[src/rtl/iram_prog_pkg.sv]
`default_nettype none
// ============================================================================
// Module   : iram_prog_pkg
// Brief    : Shared encodings and widths for the IRAM programming sequencer.
// Revision : 1.0
// ============================================================================
package iram_prog_pkg;

    localparam int SYNC_STAGES_DEF = 2;
    localparam int WORD_CNT_W      = 16;

    localparam logic [1:0] ST_IDLE  = 2'd0;
    localparam logic [1:0] ST_WRITE = 2'd1;
    localparam logic [1:0] ST_DONE  = 2'd2;

    function automatic logic [WORD_CNT_W-1:0] sat_inc(input logic [WORD_CNT_W-1:0] v);
        return (&v) ? v : v + 1'b1;
    endfunction

endpackage
`default_nettype wire

[src/rtl/sync_edge_det.sv]
`default_nettype none
// ============================================================================
// Module   : sync_edge_det
// Brief    : Multi-flop synchroniser with a registered rising-edge pulse.
// Revision : 1.0
// ============================================================================
module sync_edge_det #(
    parameter int STAGES = 2
) (
    input  logic clk,
    input  logic rst_n,
    input  logic din,
    output logic level,
    output logic rise
);

    logic [STAGES-1:0] r_sync;
    logic              r_prev;
    logic              r_rise;

    always_ff @(posedge clk or negedge rst_n) begin
        if (!rst_n) begin
            r_sync <= '0;
            r_prev <= 1'b0;
            r_rise <= 1'b0;
        end else begin
            r_sync <= {r_sync[STAGES-2:0], din};
            r_prev <= r_sync[STAGES-1];
            r_rise <= r_sync[STAGES-1] & ~r_prev;
        end
    end

    assign level = r_sync[STAGES-1];
    assign rise  = r_rise;

endmodule
`default_nettype wire

[src/rtl/iram_prog_ctrl.sv]
`default_nettype none
// ============================================================================
// Module   : iram_prog_ctrl
// Brief    : Assembles pad byte strobes into IRAM writes and gates fetch.
// Revision : 1.0
// ============================================================================
module iram_prog_ctrl
    import iram_prog_pkg::*;
#(
    parameter int ADDR_W      = 32,
    parameter int DATA_W      = 32,
    parameter int SYNC_STAGES = SYNC_STAGES_DEF
) (
    input  logic                  clk,
    input  logic                  rst_n,
    input  logic [7:0]            iram_prog_byte,
    input  logic [1:0]            iram_prog_byte_idx,
    input  logic                  iram_prog_data_byte,
    input  logic                  iram_prog_addr_byte,
    input  logic                  iram_prog_wr,
    input  logic                  fetch_en_req,
    output logic                  iram_we_o,
    output logic [ADDR_W-1:0]     iram_addr_o,
    output logic [DATA_W-1:0]     iram_wdata_o,
    input  logic                  iram_ready_i,
    output logic                  fetch_enable_o,
    output logic                  prog_busy_o,
    output logic                  prog_err_o,
    output logic [WORD_CNT_W-1:0] word_cnt_o
);

    // Only four byte lanes are addressable through the 2-bit index.
    localparam int ADDR_LANES = (ADDR_W / 8 < 4) ? ADDR_W / 8 : 4;
    localparam int DATA_LANES = (DATA_W / 8 < 4) ? DATA_W / 8 : 4;

    logic                  w_data_rise;
    logic                  w_addr_rise;
    logic                  w_wr_rise;
    logic                  w_fetch_lvl;
    logic [3:0]            w_unused_sig;

    logic [1:0]            r_state;
    logic [1:0]            w_state_next;
    logic                  w_start;
    logic                  w_err_set;
    logic                  w_cnt_inc;

    logic [ADDR_W-1:0]     r_addr_sh;
    logic [DATA_W-1:0]     r_data_sh;
    logic [ADDR_W-1:0]     r_addr;
    logic [DATA_W-1:0]     r_wdata;
    logic                  r_err;
    logic                  r_fetch_en;
    logic [WORD_CNT_W-1:0] r_word_cnt;

    sync_edge_det #(.STAGES(SYNC_STAGES)) u_sync_data (
        .clk   (clk),
        .rst_n (rst_n),
        .din   (iram_prog_data_byte),
        .level (w_unused_sig[0]),
        .rise  (w_data_rise)
    );

    sync_edge_det #(.STAGES(SYNC_STAGES)) u_sync_addr (
        .clk   (clk),
        .rst_n (rst_n),
        .din   (iram_prog_addr_byte),
        .level (w_unused_sig[1]),
        .rise  (w_addr_rise)
    );

    sync_edge_det #(.STAGES(SYNC_STAGES)) u_sync_wr (
        .clk   (clk),
        .rst_n (rst_n),
        .din   (iram_prog_wr),
        .level (w_unused_sig[2]),
        .rise  (w_wr_rise)
    );

    sync_edge_det #(.STAGES(SYNC_STAGES)) u_sync_fetch (
        .clk   (clk),
        .rst_n (rst_n),
        .din   (fetch_en_req),
        .level (w_fetch_lvl),
        .rise  (w_unused_sig[3])
    );

    // A commit is honoured only from IDLE with the core not fetching.
    assign w_start   = w_wr_rise && (r_state == ST_IDLE) && !r_fetch_en;
    assign w_err_set = (w_wr_rise && !w_start) || (w_start && (r_addr_sh[1:0] != 2'b00));

    always_ff @(posedge clk or negedge rst_n) begin
        if (!rst_n) begin
            r_state <= ST_IDLE;
        end else begin
            r_state <= w_state_next;
        end
    end

    always_comb begin
        w_state_next = r_state;
        case (r_state)
            ST_IDLE:  if (w_start) w_state_next = ST_WRITE;
            ST_WRITE: if (iram_ready_i) w_state_next = ST_DONE;
            ST_DONE:  w_state_next = ST_IDLE;
            default:  w_state_next = ST_IDLE;
        endcase
    end

    always_comb begin
        iram_we_o   = (r_state == ST_WRITE);
        prog_busy_o = (r_state != ST_IDLE);
        w_cnt_inc   = (r_state == ST_DONE);
    end

    // Shadows persist across commits so unchanged bytes can be reused.
    always_ff @(posedge clk or negedge rst_n) begin
        if (!rst_n) begin
            r_addr_sh <= '0;
            r_data_sh <= '0;
        end else begin
            for (int i = 0; i < ADDR_LANES; i++) begin
                if (w_addr_rise && (int'(iram_prog_byte_idx) == i)) begin
                    r_addr_sh[8*i +: 8] <= iram_prog_byte;
                end
            end
            for (int i = 0; i < DATA_LANES; i++) begin
                if (w_data_rise && (int'(iram_prog_byte_idx) == i)) begin
                    r_data_sh[8*i +: 8] <= iram_prog_byte;
                end
            end
        end
    end

    always_ff @(posedge clk or negedge rst_n) begin
        if (!rst_n) begin
            r_addr     <= '0;
            r_wdata    <= '0;
            r_err      <= 1'b0;
            r_fetch_en <= 1'b0;
            r_word_cnt <= '0;
        end else begin
            if (w_start) begin
                r_addr  <= {r_addr_sh[ADDR_W-1:2], 2'b00};
                r_wdata <= r_data_sh;
            end
            if (w_err_set) begin
                r_err <= 1'b1;
            end
            r_fetch_en <= w_fetch_lvl && (r_state == ST_IDLE) && !w_start;
            if (w_cnt_inc) begin
                r_word_cnt <= sat_inc(r_word_cnt);
            end
        end
    end

    assign iram_addr_o    = r_addr;
    assign iram_wdata_o   = r_wdata;
    assign prog_err_o     = r_err;
    assign fetch_enable_o = r_fetch_en;
    assign word_cnt_o     = r_word_cnt;

endmodule
`default_nettype wire

[config.mk]
export PLATFORM = sky130hd
export DESIGN_NAME = iram_prog_ctrl
export DESIGN_NICKNAME = d
export VERILOG_FILES = /design/src/rtl/iram_prog_pkg.sv /design/src/rtl/sync_edge_det.sv /design/src/rtl/iram_prog_ctrl.sv
export SDC_FILE = /design/constraint.sdc
export NUM_CORES = 1
export LEC_CHECK = 0
export ABC_AREA = 1
export CAP_MARGIN = 20
export CORE_MARGIN = 4
export CORE_UTILIZATION = 35
export CTS_CLUSTER_SIZE = 10
export DETAILED_ROUTE_END_ITERATION = 8
export PLACE_DENSITY_LB_ADDON = 0.08
export SYNTH_ARGS = -nofsm -noshare
export SYNTH_HDL_FRONTEND = slang
export SYNTH_SLANG_ARGS = --single-unit
[constraint.sdc]
create_clock -name clk -period 1.8 [get_ports clk]
set_clock_uncertainty 0.15 [all_clocks]
set_input_delay 0.54 -clock clk [delete_from_list [all_inputs] [get_ports clk]]
set_output_delay 0.54 -clock clk [all_outputs]
set_load 0.02 [all_outputs]
Word level (Yosys, flattened, before mapping). Index checks and enable logic that the tools add are counted.

Flip-flop bits (word level): 160. Word-level logic and storage cells: 66. Input port bits: 17. Output and inout port bits: 84.

Bitwise gates (word level): 7. Muxes and demuxes: 3. Equality and inequality tests: 7. $add $sub $neg: 1. Reductions and logical operators: 24.

Operators by type and width (number): $add 16x1->16 const B (1); $reduce_and 16->1 (1); $logic_and 1x1->1 (14); $eq 2x2->1 const B (3); $eq 2x1->1 const B (2); $logic_not 2->1 (2); $mux 2 (2); $not 1->1 (4); $pmux 2 s2 (1); $reduce_and 2->1 (2); $reduce_bool 2->1 (2); $and 1x1->1 (3); $logic_not 1->1 (2); $ne 2x1->1 const B (1); $ne 2x2->1 const B (1); $logic_or 1x1->1 (1).

Depth between registers and ports, before layout. Gate-level depths: netlist of the first run.

Word-level depth: 6. Gate-level depth with buffers: 8. Mapped depth without buffers: 8.

By module. Synthesis of the first run repeated with hierarchy kept, for this count alone.

Cell total of the unflattened synthesis: 548. Area total of the unflattened synthesis: 6428.7 µm².

By module, submodules not included: iram_prog_ctrl (area an instance 5988.2 µm², cells each 524, times used 1, seq. area each 3653.5 µm²); sync_edge_det (area an instance 110.1 µm², cells each 6, times used 4, seq. area each 100.1 µm²).

Worst setup path before layout of the first run. No wires, ideal clock.

Kind: flip-flop to flip-flop. From: register r_word_cnt[0] (netlist: word_cnt_o[0]). To: register r_word_cnt[11] (netlist: word_cnt_o[11]). Setup time: 0.118 ns. Setup slack: 0.130 ns. Path buffers: 0. Cell stages (with the launch flop): 9. Period minus slack after synthesis: 1.670 ns. Arrival time: 1.402 ns. Data required time: 1.532 ns. Cells stage by stage: dfrtp_1 -> ha_1 -> nand3_1 -> inv_2 -> nand2_1 -> nor2_4 -> nor2_2 -> nand2_1 -> nand2_1.

Word-level cells in the longest chain between the ends: 3. Elaborated cells on any way between the ends: 4. Classes of those cells: 1 x add/sub; 1 x bitwise; 2 x reduce/logical.

Ends and longest elaborated chain: from (decl) (RTL line iram_prog_ctrl.sv:54) `logic [WORD_CNT_W-1:0] r_word_cnt;`; from (signal assigned) (RTL line iram_prog_ctrl.sv:152) `r_word_cnt <= sat_inc(r_word_cnt);`; parallel branches: the longest is 3 deep, another holds $add 16x1->16.

Parallel ways; which one is timed is not known. A chain may end at the register's enable or synchronous reset.

Final worst setup path of the first run.
From: register r_state[1]. To: output port prog_busy_o.

Word-level cells in the longest chain between the ends: 1.

Ends and longest elaborated chain: from (decl) (RTL line iram_prog_ctrl.sv:42) `logic [1:0] r_state;`; from (signal assigned) (RTL line iram_prog_ctrl.sv:96) `r_state <= w_state_next;`; $reduce_bool 2->1 (RTL line iram_prog_ctrl.sv:112) `prog_busy_o = (r_state != ST_IDLE);`; to (decl) (RTL line iram_prog_ctrl.sv:27) `output logic prog_busy_o,`.

Every way passes these cells.

==> key figures, run 1 <==
Min path
  • Worst hold start: u_sync_wr.r_sync[0]
  • Hold Path Class: flip-flop to flip-flop
  • Hold Path End: u_sync_wr.r_sync[1]
  • Hold depth: 0

STA
  • Final period util: 101%
  • Setup TNS Final: -0.0366 ns
  • Final WS setup: -0.0222 ns
  • Min cycle time layout: 1.82 ns
  • RSZ-0062 raised after global routing: true
  • Final hold violation count: 0
  • Slew Viols, Final: 0
  • # setup viols final: 2
  • Achievable frequency: 549 MHz

Synth
  • Synth warnings: 0
  • Cell variety after synth: 28
  • Ys flop type: dfrtp_1
  • Mapped cell area: 0.00632 mm^2
  • Register bit total from synthesis: 160
  • Main area contributors after synthesis: dfrtp_1 (63%), mux2_4 (11%), nand2_1 (8.1%)
  • Area share of the largest cell type after synthesis: 63.4%
  • Proportion of synthesized chip area in sequential cells: 63.4%
  • Synth async-reset ratio: 100%
  • Post-synth top cells: dfrtp_1 (160), nand2_1 (136), o21ai_0 (66), mux2_4 (47), inv_1 (30)
  • Post-synth top area cell: dfrtp_1
  • Most common cell in the netlist: dfrtp_1
  • Average size of a mapped cell: 11.8 um^2
  • Mapped Cells: 535
  • Number of synthesized flops with an enable pin: 0

Setup path
  • CP Launch Type: flip-flop
  • R2R Path Start: r_state[1]
  • CP arrival: 1.13 ns
  • Kind of critical path: flip-flop to output port
  • WP data required: 1.11 ns
  • Critical path's largest stage delay: 0.41 ns
  • Critical-path cell list: nor2_2 -> inv_1 -> buf_6
  • Reg2reg setup slack: 0.08 ns
  • FF-to-FF path depth: 6
  • Slowest-stage cell, CP: dfrtp_1
  • CP Capture Type: output port
  • Crit path max fanout: 3
  • Reg-to-reg endpoint: iram_addr_o[7]

Route
  • Initial DRC Count: 218
  • Vias: 4250
  • Routed Antenna Nets: 0
  • Routed len/inst: 15.4 um
  • Via density: 4.60
  • First drt pass iteration count: 4
  • Routed Wire Length: 14.2 mm
  • DRC: 0

Floorplan
  • Rows: 48
  • I/O pin cnt: 101
  • Core Area: 0.0175 mm^2
  • Die Wd: 142 um
  • Initial Utilization: 36.2%
  • Die Height: 142 um
  • Die area: 0.0203 mm^2

Place
  • DP HPWL: 9.73 mm
  • GPL Wtd Cong: 0.779
  • IO Port Bufs: 98
  • Area after DPL: 0.00794 mm^2

Clocking
  • Worst skew pair latency: 0.42 ns
  • CTS Buf Count: 17
  • Clock root cell: clkbuf_16
  • Clk slew on worst S/H paths: 0.06 ns
  • CTS sink cnt: 160
  • CTS tree: yes
  • CTS Buffer Depth: 2
  • # H-tree levels: 4

Status
  • Failing checks: negative setup slack
  • Status: complete, but fails checks

Cells and area
  • Fillers: 1604
  • Area of the multi-input gates: 0.00211 mm^2
  • Final Cell Area: 0.00842 mm^2
  • Storage cell area: 0.00400 mm^2
  • Layout area overhead: 33.3%
  • Fin nets: 703
  • Diode count: 0
  • Share of post-route cells with drive strength above 1: 33.4%

Global routing
  • Number of global-route vias before repair: 4306
  • Largest net degree at the start of global routing: 42
  • Initial antenna violation count: 0
  • Gr ovfl total: 0
  • First-pass GRT wire length: 23.6 mm
  • GRT Overall Usage: 15.0%

Power and ir drop
  • Max rail drop VDD: 0.764 mV
  • Static leakage: 4.25 nW
  • Power Density: 1470 mW/mm^2

Job
  • Max-cap viol count: 0
## final cells by class
class | instances | share of cell area, %
clock buffers | 21 | 5.70
repair buffers | 147 | 15.4
flip-flops and latches | 160 | 47.5
multi-input cells | 327 | 25.0
clock inverters | 11 | 1.53
inverters | 32 | 1.43
well taps | 225 | 3.34
## stage by stage
stage          instances  util, %  hold WS (ns)  worst slack, ns  power (mW)
2_1_floorplan        536        -        0.0944            0.130        7.27
3_3_place_gp         887     45.5         0.184          -0.0823        9.27
3_5_place_dp         887     45.5         0.186           -0.128        9.31
4_1_cts              922     49.3         0.201          -0.0519        12.8
5_1_grt              923     48.2         0.205          -0.0876        13.1
6_report             923     48.2         0.199          -0.0222        12.4
## layout by cell type, fill, tap and decap left out, types with 2 or more instances in the layout
master / n
buf_12: 10
nor2_4: 2
clkinv_2: 2
mux2_2: 10
mux2_1: 5
clkdlybuf4s15_2: 35
inv_1: 30
bufinv_16: 2
clkbuf_8: 4
nor2_2: 6
dfrtp_1: 160
clkdlybuf4s50_1: 15
clkbuf_2: 9
nand4_1: 4
nand3_1: 13
clkinvlp_4: 2
clkbuf_16: 17
nand2_1: 136
inv_6: 2
buf_2: 36
conb_1: 2
nor2_1: 19
buf_4: 38
xor2_1: 3
mux2_4: 47
nand3b_1: 5
buf_6: 3
clkinv_4: 3
o21ai_0: 66
## sequential cells by signal, summed over array words and instances (netlist names)
name and cells:
u_sync_data.r_prev 1, word_cnt_o 16, u_sync_data.r_sync 2, u_sync_wr.r_sync 2, u_sync_wr.r_prev 1, prog_err_o 1, iram_wdata_o 32, u_sync_addr.rise 1
r_data_sh 32, r_state 2, u_sync_addr.r_sync 2, u_sync_addr.r_prev 1, iram_addr_o 30, u_sync_data.rise 1, u_sync_fetch.r_sync 2, r_addr_sh 32
fetch_enable_o 1, u_sync_wr.rise 1
## cells by family after synthesis
kind of cell	after synthesis	share of synthesized area [%]
buf+inv	49	3.76
fa+ha+maj	1	0.198
other cells	1	0.0593
xor+xnor	4	0.555
flops	160	63.4
compound gates	68	5.43
mux	62	13.8
simple gates	190	12.8
## power by group
part | switching (mW) | internal [mW] | total [mW]
sequential | 0.613 | 4.58 | 5.20
clock | 1.46 | 2.20 | 3.66
combinational | 1.78 | 1.77 | 3.55
## worst max-delay path by stage
stage | startpoint | to | slack [ns] | depth (start not counted)
2_1_floorplan | word_cnt_o[0] | word_cnt_o[11] | 0.13 | 8
3_5_place_dp | iram_prog_byte_idx[1] | r_data_sh[2] | -0.13 | 6
3_3_place_gp | iram_prog_byte_idx[1] | r_data_sh[5] | -0.08 | 6
5_1_grt | r_state[1] | prog_busy_o | -0.09 | 3
6_report | r_state[1] | prog_busy_o | -0.02 | 3
4_1_cts | r_state[1] | prog_busy_o | -0.05 | 3
## what timing repair did
item / 4_1_cts / 5_1_grt
hold buffers: 1 / 0
pin swaps: 1 / 1
gates resized for setup: 251 / 41
endpoints found under the setup margin: 82 / 48
setup buffers: 2 / 1
endpoints found under the hold margin: 25 / 0
## critical path, delay by kind of cell, from the launching register on
kind	cells	cell delay, ns
flops	1	0.41
simple gates	1	0.11
buf+inv	2	0.18
## routing by layer
layer  vias to the layer above  global-route usage [%]  part of all wire, %
met3                        19                    4.00                  4.3
li1                       2070                       -                    -
met5                         -                       0                    0
met4                         0                    5.75                  1.9
met1                      2077                    20.4                   47
met2                        84                    23.0                   47
(Power assumes the default switching activity.)
==> run 2, diff against run 1 <==
Settings changed: CORE_UTILIZATION 35 to 37, MAX_ROUTING_LAYER from default to met4, SLEW_MARGIN from default to 20.
==> run 2 against run 1 <==
Effect of this change: the run still ends with negative setup slack left; via count shrank 0.52%; core utilization grew 4.4 points; worst setup slack gained 0.0064 ns; register-to-register slack lost 0.04 ns; largest cell class unchanged; largest power group unchanged.
==> key figures, run 2 (synthesis results as in run 1) <==
Status
  • Status: complete, but fails checks
  • Failing checks: negative setup slack

Place
  • IO Port Bufs: 98 (unchanged)
  • Place WS: -0.126 ns (+0.00139 ns)
  • DP HPWL: 9.61 mm (-1.2%)
  • Placed Cells: 876 (-1.2%)
  • GPL Wtd Cong: 0.823 (+5.6%)

Cells and area
  • Storage cell area: 0.00400 mm^2 (unchanged)
  • Most common cell after layout, fill and taps aside: dfrtp_1
  • Most frequent cells in the layout: dfrtp_1 (160), nand2_1 (135), o21ai_0 (66)
  • Diode count: 0 (unchanged)
  • Share of post-route cells with drive strength above 1: 33.6% (+0.19 points)
  • Fin nets: 705 (+0.28%)
  • Fillers: 1471 (-8.3%)
  • Fin util: 52.6% (+4.4 points)
  • Non-filler cells, final: 920 (-0.33%)
  • Area of the multi-input gates: 0.00213 mm^2 (+1.1%)
  • Layout area overhead: 38.6%

Min path
  • Hold depth: 0 (unchanged)
  • Hold Path Class: flip-flop to flip-flop
  • Worst hold start: u_sync_wr.r_sync[0]
  • Hold Path End: u_sync_wr.r_sync[1]

Clocking
  • # H-tree levels: 4 (unchanged)
  • CTS Buffer Depth: 2 (unchanged)
  • Worst skew pair latency: 0.42 ns (about the same)
  • CTS sink cnt: 160 (unchanged)
  • CTS Buf Count: 17 (unchanged)
  • CTS tree: yes
  • Clk slew on worst S/H paths: 0.06 ns (about the same)
  • Clock root cell: clkbuf_16

Route
  • Routed Antenna Nets: 0 (unchanged)
  • Initial DRC Count: 212 (-2.8%)
  • Vias: 4228 (-0.52%)
  • DRC: 0 (unchanged)
  • Routed Wire Length: 14.8 mm (+4.2%)
  • First drt pass iteration count: 4 (unchanged)
  • Via density: 4.60 (-0.19%)
  • Routed len/inst: 16.1 um (+4.5%)

Global routing
  • Initial antenna violation count: 0 (unchanged)
  • Gr ovfl total: 0 (unchanged)
  • Number of global-route vias before repair: 4136 (-3.9%)
  • GRT Overall Usage: 15.6% (+0.58 points)
  • Largest net degree at the start of global routing: 40 (-4.8%)
  • First-pass GRT wire length: 23.0 mm (-2.6%)

Job
  • Max-cap viol count: 0 (unchanged)

STA
  • Setup TNS Final: -0.0158 ns (+0.0208 ns)
  • Final hold violation count: 0 (unchanged)
  • Achievable frequency: 551 MHz (+0.35%)
  • # setup viols final: 1 (-1)
  • Slew Viols, Final: 0 (unchanged)
  • Min cycle time layout: 1.82 ns (-0.00642 ns)
  • RSZ-0062 raised after global routing: true
  • Final WS setup: -0.0158 ns (+0.00642 ns)
  • Final period util: 101% (-0.36 points)

Floorplan
  • Die Wd: 139 um (-2.6%)
  • Initial Utilization: 38.0% (+1.8 points)
  • I/O pin cnt: 101 (unchanged)
  • Rows: 47 (-2.1%)
  • Core Area: 0.0166 mm^2 (-4.8%)
  • Die area: 0.0192 mm^2 (-5.1%)
  • Die Height: 139 um (-2.6%)

Setup path
  • WP data required: 1.11 ns (about the same)
  • Slowest-stage cell, CP: dfrtp_1
  • FF-to-FF path depth: 7 (+1)
  • CP Capture Type: output port
  • Critical path's largest stage delay: 0.39 ns (-0.02 ns)
  • CP Launch Type: flip-flop
  • Reg2reg setup slack: 0.04 ns (-0.04 ns)
  • Reg-to-reg endpoint: iram_wdata_o[29]
  • Kind of critical path: flip-flop to output port
  • Crit path max fanout: 2 (-1)
  • Critical-path cell list: nor2_2 -> inv_1 -> buf_6
  • R2R Path Start: r_state[0]
  • CP arrival: 1.13 ns (about the same)

Power and ir drop
  • Max rail drop VDD: 0.724 mV (-5.3%)
  • Power Density: 1450 mW/mm^2 (-1.8%)
  • Static leakage: 4.32 nW (+1.8%)
[run 2: critical path: cells and delay by family, from the launching register on]
family / cells / cell delay (ns)
flip-flops: 1 / 0.39
buffers and inverters: 2 / 0.18
AND/OR/NAND/NOR: 1 / 0.14
[run 2: worst max-delay path by stage]
stage / start / to / slack (ns) / cells after the start
after floorplan: word_cnt_o[0] / word_cnt_o[11] / 0.13 / 8
after global placement: iram_prog_byte_idx[1] / r_data_sh[5] / -0.09 / 6
after detailed placement: iram_prog_byte_idx[1] / r_data_sh[5] / -0.13 / 6
after CTS: r_state[0] / prog_busy_o / -0.03 / 3
after global routing: r_state[0] / prog_busy_o / -0.07 / 3
final: r_state[0] / prog_busy_o / -0.02 / 3
[run 2: timing repair]
action,in CTS,in global routing
setup buffers,2,3
resized for setup,262,18
endpoints found under the setup margin,82,79
hold buffers,1,0
pin swaps,1,0
gates cloned,0,7
hold endpoints to repair,19,0
[run 2: power breakdown]
part / internal [mW] / switching (mW) / leakage, nW
registers: 4.59 / 0.630 / 2.02
clock network: 2.28 / 1.39 / 0.296
logic: 1.96 / 1.81 / 2.00
total: 8.83 / 3.84 / 4.32
[run 2: layer usage]
layer	vias up	routed length [um]	global-route usage, %
met1	2050	6950	20.7
met5	-	0	-
met3	21	547	3.62
met2	88	7040	23.6
li1	2069	-	-
met4	0	272	5.66
[run 2: metrics by stage]
stage | power [mW] | area, um^2 | hold WS [ns]
floorplan | 7.27 | 6320 | 0.0944
global placement | 9.27 | 7940 | 0.181
detailed placement | 9.33 | 7940 | 0.186
CTS | 12.8 | 8610 | 0.201
global route | 13.3 | 8760 | 0.202
finish | 12.7 | 8760 | 0.198
[run 2: final cells by class]
cell class,instances,area share [%]
clock inverter,10,1.53
inverter,32,1.37
multi-input combinational,328,24.3
tap,220,3.14
clock buffer,22,5.42
timing repair buffer,148,18.5
sequential,160,45.7
==> run 3, diff against run 2 <==
Settings changed: PLACE_DENSITY from default to 0.58, PLACE_DENSITY_LB_ADDON 0.08 to default.
==> run 3 against run 2 <==
Effect of this change: worst hold slack is essentially flat; the flow still finishes with violations (negative setup slack); largest power group unchanged; critical endpoint unchanged; wire length fell by 4.1%; clock power fell by 5%; combinational power fell by 6.6%; non-clock buffer count shrank 8.
==> key figures, run 3 (synthesis results as in run 1) <==
Cells and area
  • Share of post-route cells with drive strength above 1: 32.7% (-0.87 points)
  • Most frequent cells in the layout: dfrtp_1 (160), nand2_1 (136), o21ai_0 (66)
  • Layout area overhead: 31.0%
  • Most common cell after layout, fill and taps aside: dfrtp_1
  • Fin nets: 696 (-1.3%)
  • Non-filler cells, final: 911 (-0.98%)
  • Diode count: 0 (unchanged)

Setup path
  • Critical-path cell list: nor2_2 -> inv_1 -> buf_6
  • R2R Path Start: word_cnt_o[1]
  • Slowest-stage cell, CP: dfrtp_1
  • Family with the most delay on the worst path: flip-flops
  • Buf/Inv on CP: 2 (unchanged)
  • Reg2reg setup slack: 0.12 ns (+0.08 ns)
  • Crit path max fanout: 2 (unchanged)
  • CP Launch Type: flip-flop
  • FF-to-FF path depth: 9 (+2)
  • Kind of critical path: flip-flop to output port
  • Reg-to-reg endpoint: word_cnt_o[11]
  • CP arrival: 1.12 ns (about the same)
  • CP Capture Type: output port
  • Critical path's largest stage delay: 0.39 ns (about the same)
  • WP data required: 1.11 ns (about the same)

Global routing
  • First-pass GRT wire length: 23.2 mm (+1.1%)
  • Largest net degree at the start of global routing: 44 (+10%)
  • Initial antenna violation count: 0 (unchanged)
  • Gr ovfl total: 0 (unchanged)
  • GRT Overall Usage: 15.8% (+0.19 points)
  • Number of global-route vias before repair: 4335 (+4.8%)

Route
  • Routed len/inst: 15.6 um (-3.1%)
  • Met2 wire len: 7.14 mm (+1.5%)
  • Routed Wire Length: 14.2 mm (-4.1%)
  • Metal-1 WL: 6.30 mm (-9.3%)
  • DRC: 0 (unchanged)
  • Via density: 4.65 (+1.1%)
  • Routed Antenna Nets: 0 (unchanged)
  • Vias: 4234 (+0.14%)
  • Top Layer Used: met4
  • First drt pass iteration count: 4 (unchanged)
  • Met3 WL: 520 um (-4.9%)
  • Initial DRC Count: 198 (-6.6%)

Job
  • Max-cap viol count: 0 (unchanged)

Floorplan
  • I/O pin cnt: 101 (unchanged)
  • Die Wd: 139 um (unchanged)
  • Rows: 47 (unchanged)
  • Core Area: 0.0166 mm^2 (unchanged)
  • Die area: 0.0192 mm^2 (unchanged)
  • Die Height: 139 um (unchanged)
  • Initial Utilization: 38.0% (unchanged)

Clocking
  • Worst skew pair latency: 0.42 ns (about the same)
  • CTS Buffer Depth: 2 (unchanged)
  • CTS tree: yes
  • Clock root cell: clkbuf_16
  • Clk slew on worst S/H paths: 0.07 ns (about the same)
  • # H-tree levels: 4 (unchanged)
  • CTS sink cnt: 160 (unchanged)
  • CTS Buf Count: 17 (unchanged)

Status
  • Failing checks: negative setup slack
  • Status: complete, but fails checks

STA
  • Slew Viols, Final: 0 (unchanged)
  • Achievable frequency: 554 MHz (+0.58%)
  • RSZ-0062 raised after global routing: true
  • # setup viols final: 1 (unchanged)
  • Final hold violation count: 0 (unchanged)
  • Final WS setup: -0.00527 ns (+0.0105 ns)
  • Final period util: 100% (-0.58 points)
  • Min cycle time layout: 1.81 ns (-0.0105 ns)

Place
  • IO Port Bufs: 98 (unchanged)
  • Placed Cells: 875 (-0.11%)
  • DP HPWL: 9.80 mm (+2.0%)
  • Place WS: -0.145 ns (-0.0184 ns)
  • GPL Wtd Cong: 0.815 (-1.0%)

Power and ir drop
  • Max rail drop VDD: 0.749 mV (+3.5%)
  • Static leakage: 4.19 nW (-3.1%)
  • Power Density: 1480 mW/mm^2 (+2.0%)

Min path
  • Hold Path End: u_sync_data.r_sync[1]
  • Hold depth: 0 (unchanged)
  • Worst hold start: u_sync_data.r_sync[0]
  • Hold Path Class: flip-flop to flip-flop
-- run 3: cell types whose count changed in the layout (fill, tap and decap cells not counted), sizes merged --
cell           previous run  this run
clkdlybuf4s15            58        28
buf                      67        86
inv                      31        39
bufinv                    3         1
clkinv                    6         4
clkbuf                   29        28
nand3                    16        15
-- run 3: cell type report --
class	instances	area [um^2]
clock inverter	14	148
inverter	32	120
tap	220	275
clock buffer	18	429
timing repair buffer	140	1190
fill	1495	8360
sequential	160	4000
multi-input combinational	327	2110
-- run 3: worst max-delay path by stage --
stage / slack (ns) / startpoint / endpoint / cells after the start
after floorplan: 0.13 / word_cnt_o[0] / word_cnt_o[11] / 8
after global placement: -0.08 / iram_prog_byte_idx[1] / r_addr_sh[15] / 5
after detailed placement: -0.14 / iram_prog_byte_idx[1] / r_data_sh[1] / 6
after CTS: -0.02 / r_state[1] / prog_busy_o / 3
after global routing: -0.06 / r_state[1] / prog_busy_o / 3
final: -0.005 / r_state[0] / prog_busy_o / 3
-- run 3: worst register-to-register path, stage by stage (launching register included) --
cell,delay (ns)
dfrtp_1,0.39
ha_1,0.22
nand3_2,0.12
inv_2,0.11
nand2_1,0.09
nor2_4,0.16
nor2_2,0.04
buf_4,0.17
nand2_1,0.07
nand2_1,0.05
-- run 3: per-stage QoR --
step	TNS [ns]	cell area [um^2]	utilization (%)	total power, mW	hold WS (ns)
global route	-0.113	8280	49.7	12.9	0.209
global placement	-2.94	7870	47.3	9.24	0.189
CTS	-0.0341	8500	51.1	12.6	0.201
floorplan	0	6320	-	7.27	0.0944
detailed placement	-5.57	7870	47.3	9.32	0.186
finish	-0.00527	8280	49.7	12.2	0.198
-- run 3: repair_timing --
item / CTS / global route
buffers inserted: 2 / 1
gates resized for setup: 252 / 48
hold endpoints to repair: 33 / 0
endpoints found under the setup margin: 82 / 55
hold buffers: 1 / 0
pin swaps: 1 / 1
-- run 3: metal layers --
layer  up-vias  global-route usage, %
met5         -                      -
met4         0                   5.51
met3        24                   3.52
met2        98                   25.5
met1      2070                   19.7
li1       2042                      -
-- run 3: power by group --
group	internal [mW]	leakage [nW]	switching (mW)
clock	1.95	0.278	1.55
sequential	4.58	2.02	0.614
combinational	1.72	1.88	1.80
total	8.26	4.19	3.96
